**src/rtl/acc_arb_pkg.sv**
```systemverilog
// Shared types and default sizing for the accumulator arbiter.
// Holds the FSM state type and a small cyclic-increment helper.
package acc_arb_pkg;

  typedef enum logic [0:0] {
    IDLE  = 1'b0,
    BURST = 1'b1
  } acc_arb_state_e;

  localparam int DATA_WIDTH_DEF    = 32;
  localparam int NUM_REQ_DEF       = 4;
  localparam int REQ_WIDTH_DEF     = 2;
  localparam int ACC_CNT_DEF       = 4;
  localparam int ACC_CNT_WIDTH_DEF = 2;
  localparam int TAG_DEPTH_DEF     = 4;
  localparam int TAG_WIDTH_DEF     = 2;

  // Cyclic successor of idx in 0..n-1; works for non-power-of-two n.
  function automatic int next_idx(input int idx, input int n);
    return (idx + 1 == n) ? 0 : idx + 1;
  endfunction

endpackage

```
**src/rtl/acc_arb_tag_fifo.sv**
```systemverilog
// Tag FIFO recording which requester owns each outstanding accumulation group.
// Zero-latency head; pushes while full and pops while empty are ignored.
module acc_arb_tag_fifo
  import acc_arb_pkg::*;
#(
  parameter int Depth      = TAG_DEPTH_DEF,
  parameter int PtrWidth   = TAG_WIDTH_DEF,
  parameter int EntryWidth = REQ_WIDTH_DEF
) (
  input  logic                  clk,
  input  logic                  sclr_n,
  input  logic                  Push,
  input  logic [EntryWidth-1:0] PushData,
  input  logic                  Pop,
  output logic                  Full,
  output logic                  Empty,
  output logic [EntryWidth-1:0] Head
);

  logic [EntryWidth-1:0] mem [Depth];
  logic [PtrWidth-1:0]   wr_ptr;
  logic [PtrWidth-1:0]   rd_ptr;
  logic [PtrWidth:0]     count;
  logic                  do_push;
  logic                  do_pop;

  assign Full    = (count == (PtrWidth+1)'(Depth));
  assign Empty   = (count == '0);
  assign Head    = mem[rd_ptr];
  assign do_push = Push & ~Full;
  assign do_pop  = Pop & ~Empty;

  always_ff @(posedge clk) begin
    if (do_push) mem[wr_ptr] <= PushData;
  end

  always_ff @(posedge clk) begin
    if (!sclr_n) begin
      wr_ptr <= '0;
      rd_ptr <= '0;
      count  <= '0;
    end else begin
      if (do_push) wr_ptr <= PtrWidth'(next_idx(int'(wr_ptr), Depth));
      if (do_pop)  rd_ptr <= PtrWidth'(next_idx(int'(rd_ptr), Depth));
      if (do_push && !do_pop)      count <= count + 1'b1;
      else if (!do_push && do_pop) count <= count - 1'b1;
    end
  end

endmodule

```
**src/rtl/acc_arbiter.sv**
```systemverilog
// Grants one requester at a time an uninterrupted group of words into a shared accumulator
// and routes each group result back by tag. ACC_ARB_FIXED_PRIO_EN selects fixed priority.
// Grant 1 cycle after request, one idle bubble between groups; response path is combinational.
module acc_arbiter
  import acc_arb_pkg::*;
#(
  parameter int DataWidth            = DATA_WIDTH_DEF,
  parameter int NumReq               = NUM_REQ_DEF,
  parameter int ReqWidth             = REQ_WIDTH_DEF,
  parameter int AccumulateCount      = ACC_CNT_DEF,
  parameter int AccumulateCountWidth = ACC_CNT_WIDTH_DEF,
  parameter int TagDepth             = TAG_DEPTH_DEF,
  parameter int TagWidth             = TAG_WIDTH_DEF
) (
  input  logic                        clk,
  input  logic                        sclr_n,
  input  logic [NumReq-1:0]           ReqValid,
  input  logic [NumReq*DataWidth-1:0] ReqData,
  output logic [NumReq-1:0]           ReqRdy,
  output logic                        AccInValid,
  output logic [DataWidth-1:0]        AccInData,
  input  logic                        AccInRdy,
  input  logic                        AccOutValid,
  input  logic [DataWidth-1:0]        AccOutData,
  output logic                        AccOutRdy,
  output logic [NumReq-1:0]           RspValid,
  output logic [DataWidth-1:0]        RspData,
  input  logic [NumReq-1:0]           RspRdy,
  output logic [ReqWidth-1:0]         Grant,
  output logic                        Busy
);

  acc_arb_state_e                  state;
  logic [AccumulateCountWidth-1:0] burst_cnt;
  logic [ReqWidth-1:0]             arb_idx;
  logic                            arb_vld;
  logic                            tag_full;
  logic                            tag_empty;
  logic [ReqWidth-1:0]             tag_head;
  logic [DataWidth-1:0]            req_words [NumReq];
  logic                            in_burst;
  logic                            in_hs;
  logic                            last_word;
  logic                            grant_now;
  logic                            rsp_hs;

  for (genvar gi = 0; gi < NumReq; gi++) begin : g_words
    assign req_words[gi] = ReqData[gi*DataWidth +: DataWidth];
  end

`ifdef ACC_ARB_FIXED_PRIO_EN
  always_comb begin
    arb_idx = '0;
    arb_vld = 1'b0;
    for (int i = NumReq - 1; i >= 0; i--) begin
      if (ReqValid[i]) begin
        arb_idx = ReqWidth'(i);
        arb_vld = 1'b1;
      end
    end
  end
`else
  logic [ReqWidth-1:0] rr_ptr;

  // First valid requester at or after rr_ptr, cyclically.
  always_comb begin
    arb_idx = '0;
    arb_vld = 1'b0;
    for (int k = 0; k < NumReq; k++) begin
      if (!arb_vld && ReqValid[(int'(rr_ptr) + k) % NumReq]) begin
        arb_idx = ReqWidth'((int'(rr_ptr) + k) % NumReq);
        arb_vld = 1'b1;
      end
    end
  end

  always_ff @(posedge clk) begin
    if (!sclr_n)                 rr_ptr <= '0;
    else if (in_hs && last_word) rr_ptr <= ReqWidth'(next_idx(int'(Grant), NumReq));
  end
`endif

  // Gating with sclr_n keeps a reset mid-group from completing one more handshake.
  assign in_burst   = (state == BURST) & sclr_n;
  assign AccInValid = in_burst & ReqValid[Grant];
  assign AccInData  = req_words[Grant];
  assign in_hs      = AccInValid & AccInRdy;
  assign last_word  = (burst_cnt == AccumulateCountWidth'(AccumulateCount - 1));
  assign grant_now  = (state == IDLE) & arb_vld & ~tag_full;
  assign Busy       = (state == BURST);

  always_comb begin
    ReqRdy = '0;
    if (in_burst) ReqRdy[Grant] = AccInRdy;
  end

  always_ff @(posedge clk) begin
    if (!sclr_n) begin
      state     <= IDLE;
      burst_cnt <= '0;
      Grant     <= '0;
    end else if (state == IDLE) begin
      if (grant_now) begin
        state <= BURST;
        Grant <= arb_idx;
      end
    end else if (in_hs) begin
      if (last_word) begin
        burst_cnt <= '0;
        state     <= IDLE;
      end else begin
        burst_cnt <= burst_cnt + 1'b1;
      end
    end
  end

  // A result with no outstanding tag is never accepted nor forwarded.
  always_comb begin
    for (int i = 0; i < NumReq; i++) begin
      RspValid[i] = AccOutValid & ~tag_empty & (tag_head == ReqWidth'(i));
    end
  end

  assign AccOutRdy = ~tag_empty & RspRdy[tag_head];
  assign RspData   = AccOutData;
  assign rsp_hs    = AccOutValid & AccOutRdy;

  acc_arb_tag_fifo #(
    .Depth      (TagDepth),
    .PtrWidth   (TagWidth),
    .EntryWidth (ReqWidth)
  ) u_tag_fifo (
    .clk      (clk),
    .sclr_n   (sclr_n),
    .Push     (grant_now),
    .PushData (arb_idx),
    .Pop      (rsp_hs),
    .Full     (tag_full),
    .Empty    (tag_empty),
    .Head     (tag_head)
  );

endmodule
```
**config.mk**
```make
export PLATFORM = sky130hd
export DESIGN_NAME = acc_arbiter
export DESIGN_NICKNAME = d
export VERILOG_FILES = /design/src/rtl/acc_arb_pkg.sv /design/src/rtl/acc_arb_tag_fifo.sv /design/src/rtl/acc_arbiter.sv
export SDC_FILE = /design/constraint.sdc
export NUM_CORES = 1
export LEC_CHECK = 0
export CORE_AREA = 3 3 94 96
export CTS_CLUSTER_DIAMETER = 80
export DETAILED_ROUTE_END_ITERATION = 8
export DIE_AREA = 0 0 97 99
export PLACE_DENSITY = 0.88
export SETUP_SLACK_MARGIN = 0.4
export SLEW_MARGIN = 20
export SYNTH_ARGS = -nofsm -noshare
export SYNTH_HDL_FRONTEND = slang
export SYNTH_SLANG_ARGS = --single-unit
```
**constraint.sdc**
```tcl
create_clock -name clk -period 4.1 [get_ports clk]
set_input_delay 0.82 -clock clk [delete_from_list [all_inputs] [get_ports clk]]
set_output_delay 0.82 -clock clk [all_outputs]
set_load 0.05 [all_outputs]
```
==> results.py, run 1 <==
metrics = {
    "status": {
        "outcome": "completed",
    },
    "cells_and_area": {
        "synthToLayoutAreaGrowth_pct": 76.2,
        "num_antenna_cells": 0,
        "fin_area_um2": 4140,
        "drive_gt1_share_pct": 15.5,
        "final_nets": 533,
        "layout.cells.most_common": "clkdlybuf4s50_1",
        "layout_common_cells": "180 x clkdlybuf4s50_1, 34 x mux4_2, 15 x dfxtp_1, 11 x ha_1",
    },
    "critical_path": {
        "r2r_slack_ps": 1330,
        "timing.critical_path.to": "AccInValid",
        "worstReg2RegEnd": "u_tag_fifo.count[2]",
        "critPathCaptureType": "output pin",
        "crit_type": "primary input to output pin",
        "crit_path_start": "ReqValid[3]",
        "worstPathRequired_ps": 3280,
        "cp_max_fo": 6,
        "r2r_cells": 10,
        "start_kind": "primary input",
        "crit_arrival_ps": 2790,
    },
    "timing": {
        "final.setup.tns_ps": 0,
        "period_needed_ps": 3610,
        "worst_pin_slew_ps": 626,
        "timing.final.crit_share_pct": 88.1,
        "rsz0062_at_grt": "no",
        "fin_ws_ps": 487,
        "slew_headroom_pct": 58.2,
        "slew_violations": 0,
        "fin_worst_skew_ps": 5.13,
        "hold_viol": 0,
        "finalSetupViolCount": 0,
        "fmax_ghz": 0.277,
    },
    "clocking": {
        "postCtsSetupRepairBufs": 0,
        "htreeDepth": 1,
        "clk_pin_slew_worst_paths_ps": 80,
        "clk_path_buf_depth": 2,
        "cts_resized": 0,
        "clk_latency_ps": 270,
        "clockRootBuffer": "clkbuf_8",
        "cts_hold_buf": 0,
        "cts_inserted_buffers": 3,
        "cts_tree": "yes",
        "clock_sinks": 24,
    },
    "synthesis": {
        "synth_top_area_share_pct": 32.6,
        "synthCells": 199,
        "synth_area_per_cell_um2": 11.8,
        "yosysSeqAreaShare_pct": 23.8,
        "synthesis.area_um2": 2350,
        "synth-async-reset-ratio_pct": 0,
        "synth_seq_cells": 24,
        "yosys.area.top_type": "mux4_2",
        "ys.flop_type": "dfxtp_1",
        "synth-warning-count": 0,
        "synth_edf_count": 8,
        "synth_cell_type_count": 39,
        "yosys-top-cells-area": "mux4_2 33%, dfxtp_1 14%, buf_4 11%, edfxtp_1 10%, ha_1 5.9%",
        "syn_nets": 383,
    },
    "global_route": {
        "gr-total-overflow": 0,
        "grt_pass1_vias": 2575,
        "grt_pass1_wl_mm": 13.6,
        "grt_max_degree": 28,
        "grt_use_total_pct": 18.0,
        "antenna_found_initial": 0,
    },
    "die": {
        "pin_count": 249,
        "rows": 33,
        "fp.dieW_um": 97,
        "dieArea_um2": 9600,
        "die_h_um": 99,
        "core_um2": 8130,
        "start_util_pct": 28.9,
    },
    "detailed_routing": {
        "route.met2.wl_mm": 4.61,
        "drcViolationCount": 0,
        "drtPass1Iterations": 4,
        "antenna_left": 0,
        "vias": 2246,
        "vias_per_cell": 4.96,
        "drt_first_iter_violations": 110,
        "met3_length_mm": 1.05,
        "top_layer": "met4",
        "wirelength_met1_mm": 3.12,
        "wl_per_cell_um": 19.9,
        "routed_wl_mm": 9.02,
    },
    "job": {
        "maxCapViolCount": 0,
    },
    "hold_path": {
        "hold_start": "burst_cnt[1]",
        "hold_path_class": "register to register",
    },
    "power_and_ir_drop": {
        "powerDensity_nw_per_um2": 347,
        "p_sw_share_pct": 40.7,
        "p_int_mw": 0.851,
        "p_clk_share_pct": 14.2,
        "ir_drop_mv": 0.168,
        "p_sw_mw": 0.584,
        "p_leak_nw": 1.48,
        "power_mw": 1.44,
        "pwr-share-comb_pct": 62.1,
        "p_seq_share_pct": 23.6,
    },
    "place": {
        "dp_hpwl_mm": 7.94,
        "place.gp.congestion": 0.840,
        "place_ws_ps": 491,
        "dpl_cell_area_um2": 4070,
        "numPortBuffers": 184,
    },
}
## cell type report
class                   count  area (um^2)
repair buffers            189         1880
clock buffers               3         41.3
well taps                 105          131
flip-flops and latches     24          562
fillers                   701         3990
clock inverters             1         30.0
multi-input cells         123         1470
inverters                   8         30.0
## synth_stat cells, types with 3 or more instances
cell and count:
a21boi_0 4, a21oi_1 4, and2_1 9, buf_2 5, buf_4 33, clkbuf_1 4, dfxtp_1 16, edfxtp_1 8
ha_1 11, inv_1 8, mux2i_1 9, mux4_2 34, nand2_1 9, nor2_1 9, nor2b_1 5, or3_1 3
## layer usage
metal | vias to the layer above | GRT usage [%]
li1 | 1014 | -
met3 | 32 | 8.00
met2 | 121 | 31.2
met5 | - | 0
met1 | 1079 | 19.5
met4 | 0 | 6.48
## flip-flops by register name, indices dropped and copies added (netlist names), named ones only
signal / flops
Busy: 1
Grant: 2
u_tag_fifo.mem: 8
u_tag_fifo.count: 3
u_tag_fifo.rd_ptr: 2
u_tag_fifo.wr_ptr: 2
burst_cnt: 2
rr_ptr: 2
## critical path: stages
cell and delay [ps]:
clkdlybuf4s50_1 490, mux4_2 570, and3_1 210, clkdlybuf4s50_1 700
## kinds of logic after synthesis
kind of cell               synth area share, %
xor gates and xnor gates                 0.745
buffers and inverters                     13.8
adders and majority gates                 6.71
muxes                                     38.1
AOI/OAI and AO/OA                         5.85
and+or+nand+nor                           10.9
DFF                                       23.8
## stage by stage
| step | hold WS, ps | util (%) | cells |
|---|---|---|---|
| detailed placement | 463 | 50.0 | 449 |
| global route | 495 | 50.9 | 453 |
| floorplan | 444 | - | 199 |
| global placement | 455 | 50.0 | 449 |
| CTS | 474 | 50.9 | 453 |
| finish | 468 | 50.9 | 453 |
## worst min path at each step
stage          cells past startpoint  slack, ps           end
2_1_floorplan                      2        440     rr_ptr[0]
3_3_place_gp                       2        450  burst_cnt[1]
3_5_place_dp                       2        460  burst_cnt[1]
4_1_cts                            2        470  burst_cnt[1]
5_1_grt                            2        500  burst_cnt[1]
6_report                           2        470  burst_cnt[1]
## power by group through the flow
stage / Combinational, mW / Sequential [mW] / Clock (mW)
after floorplan: 0.645 / 0.339 / 0
after global placement: 0.872 / 0.343 / 0
after detailed placement: 0.895 / 0.347 / 0
after CTS: 0.899 / 0.342 / 0.208
after global routing: 0.945 / 0.348 / 0.218
final: 0.892 / 0.339 / 0.204
No activity file was read; power rests on OpenSTA's default activity.
==> run 2: changes to the inputs <==
- CORE_AREA: 3 3 94 96 -> 3 3 97 99
- DIE_AREA: 0 0 97 99 -> 0 0 100 102
- PLACE_DENSITY: 0.88 -> 0.84
- SYNTH_HIERARCHICAL: not set -> 1
==> results.py, run 2 <==
metrics = {
    "place": {
        "place.gp.congestion": 0.734,
        "numPortBuffers": 184,
        "dp_hpwl_mm": 8.45,
        "dpl_cell_area_um2": 4050,
    },
    "die": {
        "rows": 34,
        "core_um2": 8640,
        "start_util_pct": 27.0,
        "fp.dieW_um": 100,
        "dieArea_um2": 10200,
        "die_h_um": 102,
        "pin_count": 249,
    },
    "synthesis": {
        "synth_cell_type_count": 37,
        "synth_most_common_cell": "mux4_2",
        "synth_top_area_share_pct": 34.7,
        "yosys.area.top_type": "mux4_2",
        "yosysSeqAreaShare_pct": 24.0,
        "yosys-top-cells-area": "mux4_2 35%, dfxtp_1 14%, buf_4 10%, edfxtp_1 10%, ha_1 5.9%",
        "synthCells": 201,
        "synthesis.area_um2": 2330,
        "synth_seq_cells": 24,
        "synth_common_cells": "36 x mux4_2, 32 x buf_4, 16 x dfxtp_1",
        "syn_nets": 385,
        "synth-async-reset-ratio_pct": 0,
        "synth_area_per_cell_um2": 11.6,
        "synth-warning-count": 6,
        "synth_edf_count": 8,
        "ys.flop_type": "dfxtp_1",
    },
    "cells_and_area": {
        "synthToLayoutAreaGrowth_pct": 76.0,
        "final_nets": 534,
        "fin_util_pct": 47.6,
        "drive_gt1_share_pct": 16.0,
        "regArea_um2": 563,
        "multiInputGateArea_um2": 1440,
        "n_fill_cell": 779,
        "top_register": "u_tag_fifo/mem",
        "fin_area_um2": 4110,
        "layout.cells.most_common": "clkdlybuf4s50_1",
        "largest_reg_flops": 8,
        "layout_common_cells": "179 x clkdlybuf4s50_1, 36 x mux4_2, 14 x dfxtp_1, 11 x nand2_1, 11 x ha_1",
        "top_regs": "u_tag_fifo/mem x8, u_tag_fifo/count x3",
    },
    "timing": {
        "worst_pin_slew_ps": 583,
        "slew_violations": 0,
        "final.setup.tns_ps": 0,
        "fmax_ghz": 0.296,
        "hold_viol": 0,
        "fin_worst_skew_ps": 3.00,
        "slew_headroom_pct": 61.0,
        "rsz0062_at_grt": "no",
        "period_needed_ps": 3380,
        "timing.final.crit_share_pct": 82.5,
        "finalSetupViolCount": 0,
    },
    "status": {
        "outcome": "completed",
    },
    "global_route": {
        "grt_max_degree": 38,
        "gr-total-overflow": 0,
        "grt_pass1_wl_mm": 13.6,
        "antenna_found_initial": 0,
        "grt_use_total_pct": 17.7,
        "grt_pass1_vias": 2353,
    },
    "clocking": {
        "cts_inserted_buffers": 3,
        "clk_latency_ps": 270,
        "clockRootBuffer": "clkbuf_8",
        "cts_tree": "yes",
        "clk_pin_slew_worst_paths_ps": 80,
        "clk_path_buf_depth": 2,
        "clock_sinks": 24,
        "postCtsSetupRepairBufs": 0,
        "htreeDepth": 1,
    },
    "job": {
        "maxCapViolCount": 0,
    },
    "detailed_routing": {
        "drtPass1Iterations": 4,
        "antenna_left": 0,
        "wl_per_cell_um": 21.1,
        "drcViolationCount": 0,
        "vias": 2186,
        "routed_wl_mm": 9.65,
        "vias_per_cell": 4.77,
        "drt_first_iter_violations": 66,
    },
    "power_and_ir_drop": {
        "p_seq_share_pct": 23.8,
        "p_sw_share_pct": 42.7,
        "powerDensity_nw_per_um2": 358,
        "p_int_mw": 0.842,
        "p_leak_nw": 1.49,
        "pwr-share-comb_pct": 65.3,
        "ir_drop_mv": 0.179,
        "p_clk_share_pct": 10.9,
        "p_sw_mw": 0.628,
    },
    "critical_path": {
        "cp_max_fo": 5,
        "critPathCaptureType": "output pin",
        "crit_arrival_ps": 2560,
        "crit_type": "primary input to output pin",
        "start_kind": "primary input",
        "worstPathRequired_ps": 3280,
    },
    "hold_path": {
        "hold_path_class": "register to register",
    },
}
-- run 2: changes by cell type after synthesis, sizes merged, moves of 3 or more --
cell,before,now
mux2i,10,4
nand3,2,8
a21boi,5,2
o31ai,0,3
-- run 2: final cells by class --
| class | count | area share, % |
|---|---|---|
| Timing Repair Buffer | 189 | 45.9 |
| Multi-Input combinational cell | 125 | 35.1 |
| Sequential cell | 24 | 13.7 |
| Tap cell | 108 | 3.29 |
| Clock buffer | 4 | 1.34 |
| Inverter | 7 | 0.640 |
| Antenna cell | 1 | 0.0609 |
-- run 2: repair_timing --
item | CTS | global route
setup endpoints to repair | 0 | 1
hold buffers | 0 | 0
gates resized for setup | 0 | 1
-- run 2: metrics by stage --
step / hold WS (ps) / worst slack [ps] / cells / power [mW]
detailed placement: 466 / 452 / 453 / 1.32
finish: 483 / 716 / 458 / 1.47
CTS: 481 / 435 / 457 / 1.49
global route: 497 / 571 / 457 / 1.56
global placement: 447 / 467 / 453 / 1.30
floorplan: 438 / 1030 / 201 / 1.04
-- run 2: final timing paths --
check                             startpoint                   to  slack [ps]  depth (start not counted)
worst max-delay path             AccOutValid          RspValid[0]         720                          4
worst max register to register      register  u_tag_fifo/count[2]         820                         10
worst min register to register  burst_cnt[1]         burst_cnt[1]         480                          2
worst min-delay path            burst_cnt[1]         burst_cnt[1]         480                          2
-- run 2: kinds of logic (layout without fill, tap and decap cells) --
kind of cell,count (synthesis),in the layout,synth area share (%)
AO/OA/AOI/OAI,17,17,4.93
XOR/XNOR,2,2,0.751
adder cells (fa/ha/maj),12,12,6.76
buffers and inverters,52,200,14.2
flip-flops,24,24,24.0
multiplexers,40,40,36.5
other,0,1,0
AND/OR/NAND/NOR,54,54,12.9
-- run 2: per-layer routing --
layer  vias up  part of all wire (%)  global-route usage [%]
met5         -                     0                       0
met4         0                   1.9                    5.08
met3        22                    17                    11.7
met2       106                    48                    28.4
met1      1037                    34                    19.5
li1       1021                     -                       -
-- run 2: power by group through the flow --
stage               Combinational, mW  Sequential, mW  Clock [mW]
global route                     1.03           0.360       0.179
floorplan                       0.692           0.352           0
detailed placement              0.969           0.355           0
global placement                0.944           0.351           0
CTS                             0.971           0.352       0.164
finish                          0.960           0.350       0.160
-- run 2: worst max-delay path: stages --
cell and delay, ps:
clkdlybuf4s50_1 440, nor2b_1 250, nor3b_1 220, clkdlybuf4s50_1 830
==> run 3: changes to the inputs <==
- CORE_AREA: 3 3 97 99 -> not set
- CORE_MARGIN: not set -> 3
- CORE_UTILIZATION: not set -> 26
- DIE_AREA: 0 0 100 102 -> not set
- PLACE_DENSITY: 0.84 -> 0.85
- clock period: 4.1 -> 2.9 ns (I/O delays scaled with it)
==> results.py, run 3 (synthesized netlist as in run 2, its figures left out) <==
metrics = {
    "power_and_ir_drop": {
        "power_mw": 2.42,
        "p_leak_nw": 1.78,
        "ir_drop_mv": 0.256,
        "powerDensity_nw_per_um2": 518,
    },
    "critical_path": {
        "cp_max_fo": 2,
        "crit_arrival_ps": 3080,
        "critPathCaptureType": "register",
        "worstPathRequired_ps": 3110,
        "r2r_slack_ps": 30,
        "r2r-start": "u_tag_fifo/mem[1][0]",
        "worstReg2RegEnd": "u_tag_fifo/count[2]",
        "crit_path_start": "u_tag_fifo/mem[1][0]",
        "timing.critical_path.to": "u_tag_fifo/count[2]",
        "start_kind": "register",
        "r2r_cells": 10,
        "crit_type": "register to register",
    },
    "job": {
        "maxCapViolCount": 0,
    },
    "timing": {
        "period_needed_ps": 2870,
        "fin_worst_skew_ps": 3.78,
        "hold_viol": 0,
        "fin_ws_ps": 27.1,
        "rsz0062_at_grt": "yes",
        "fmax_ghz": 0.348,
        "slew_violations": 0,
        "finalSetupViolCount": 0,
        "timing.final.crit_share_pct": 99.1,
        "worst_pin_slew_ps": 561,
        "slew_headroom_pct": 62.3,
    },
    "cells_and_area": {
        "fin_util_pct": 55.2,
        "num_antenna_cells": 0,
        "final_nets": 545,
        "layout.cells.most_common": "clkdlybuf4s50_1",
        "n_fill_cell": 680,
        "layout_common_cells": "137 x clkdlybuf4s50_1, 43 x buf_12, 36 x mux4_2, 14 x dfxtp_1, 11 x nand2_1",
        "largest_reg_flops": 8,
        "synthToLayoutAreaGrowth_pct": 100,
        "drive_gt1_share_pct": 31.7,
        "top_register": "u_tag_fifo/mem",
        "top_regs": "u_tag_fifo/mem x8, u_tag_fifo/count x3",
    },
    "clocking": {
        "htreeDepth": 1,
        "clock_sinks": 24,
        "clk_latency_ps": 270,
        "clockRootBuffer": "clkbuf_8",
        "clk_pin_slew_worst_paths_ps": 80,
        "cts_inserted_buffers": 3,
        "cts_tree": "yes",
        "clk_path_buf_depth": 2,
    },
    "global_route": {
        "grt_pass1_vias": 2439,
        "grt_max_degree": 34,
        "antenna_found_initial": 0,
        "gr-total-overflow": 0,
        "grt_pass1_wl_mm": 14.3,
        "grt_use_total_pct": 18.4,
    },
    "detailed_routing": {
        "drtPass1Iterations": 4,
        "drt_first_iter_violations": 81,
        "wirelength_met1_mm": 3.12,
        "wl_per_cell_um": 21.6,
        "met3_length_mm": 1.64,
        "route.met2.wl_mm": 5.01,
        "vias_per_cell": 4.91,
        "top_layer": "met4",
        "routed_wl_mm": 10.1,
        "drcViolationCount": 0,
        "antenna_left": 0,
        "vias": 2281,
    },
    "hold_path": {
        "hold_path_class": "register to register",
    },
    "status": {
        "outcome": "completed",
    },
    "place": {
        "dp_hpwl_mm": 8.74,
        "place_ws_ps": -141,
        "numPortBuffers": 184,
        "place.gp.congestion": 0.776,
    },
    "die": {
        "start_util_pct": 27.6,
        "fp.dieW_um": 101,
        "core_um2": 8460,
        "dieArea_um2": 10100,
        "rows": 33,
        "die_h_um": 101,
        "pin_count": 249,
    },
}
==> run 3: changes by cell type in the layout (fill, tap and decap cells not counted), sizes merged <==
| cell | before | now |
|---|---|---|
| clkbuf | 4 | 3 |
| buf | 9 | 59 |
| diode | 1 | 0 |
| clkdlybuf4s50 | 179 | 137 |
| dlymetal6s2s | 1 | 4 |
| clkinv | 0 | 1 |
==> run 3: what timing repair did <==
item	in CTS	in global routing
buffers inserted	3	0
hold buffers	0	0
endpoints found under the setup margin	23	31
endpoints found under the hold margin	0	0
gates resized for setup	2	11
pin swaps	4	2
==> run 3: how the worst min path moves through the flow <==
| stage | startpoint | to | cells after the start |
|---|---|---|---|
| final | burst_cnt[1] | burst_cnt[1] | 2 |
| after CTS | burst_cnt[1] | burst_cnt[1] | 2 |
| after floorplan | burst_cnt[1] | burst_cnt[1] | 2 |
| after global routing | burst_cnt[1] | burst_cnt[1] | 2 |
| after global placement | burst_cnt[1] | burst_cnt[1] | 2 |
| after detailed placement | burst_cnt[1] | burst_cnt[1] | 2 |
==> run 3: metal layers <==
| metal | up-vias | GRT usage (%) |
|---|---|---|
| met5 | - | 0 |
| met4 | 0 | 6.63 |
| met3 | 33 | 11.0 |
| met2 | 119 | 31.0 |
| met1 | 1089 | 18.8 |
| li1 | 1040 | - |
==> run 3: final cells by class <==
type | count | area (um^2) | area share (%)
Timing Repair Buffer | 200 | 2420 | 51.9
Inverter | 7 | 26.3 | 0.562
Tap cell | 105 | 131 | 2.81
Clock buffer | 3 | 41.3 | 0.884
Multi-Input combinational cell | 125 | 1480 | 31.7
Sequential cell | 24 | 563 | 12.0
Clock inverter | 1 | 3.75 | 0.0803
==> run 3: power by group <==
group | internal, mW | total, mW | switching, mW | leakage, nW
sequential | 0.425 | 0.508 | 0.0829 | 0.207
combinational | 0.913 | 1.71 | 0.801 | 1.55
clock | 0.0948 | 0.199 | 0.104 | 0.0231
==> run 3: critical path, cell delays in order (launching register included) <==
cell,delay (ps)
edfxtp_1,400
mux4_2,500
mux4_2,450
and2_4,180
o31ai_4,60
ha_2,230
inv_2,40
fa_2,320
xor2_1,180
or3_4,330
a21boi_2,120
==> run 3: stage by stage <==
step,hold WS (ps),instances,TNS (ps),area [um^2]
detailed placement,468,458,-141,4560
CTS,481,465,-15.7,4630
finish,484,465,0,4670
global placement,445,458,-68.2,4560
global route,503,465,-87.5,4670
floorplan,438,201,0,2360
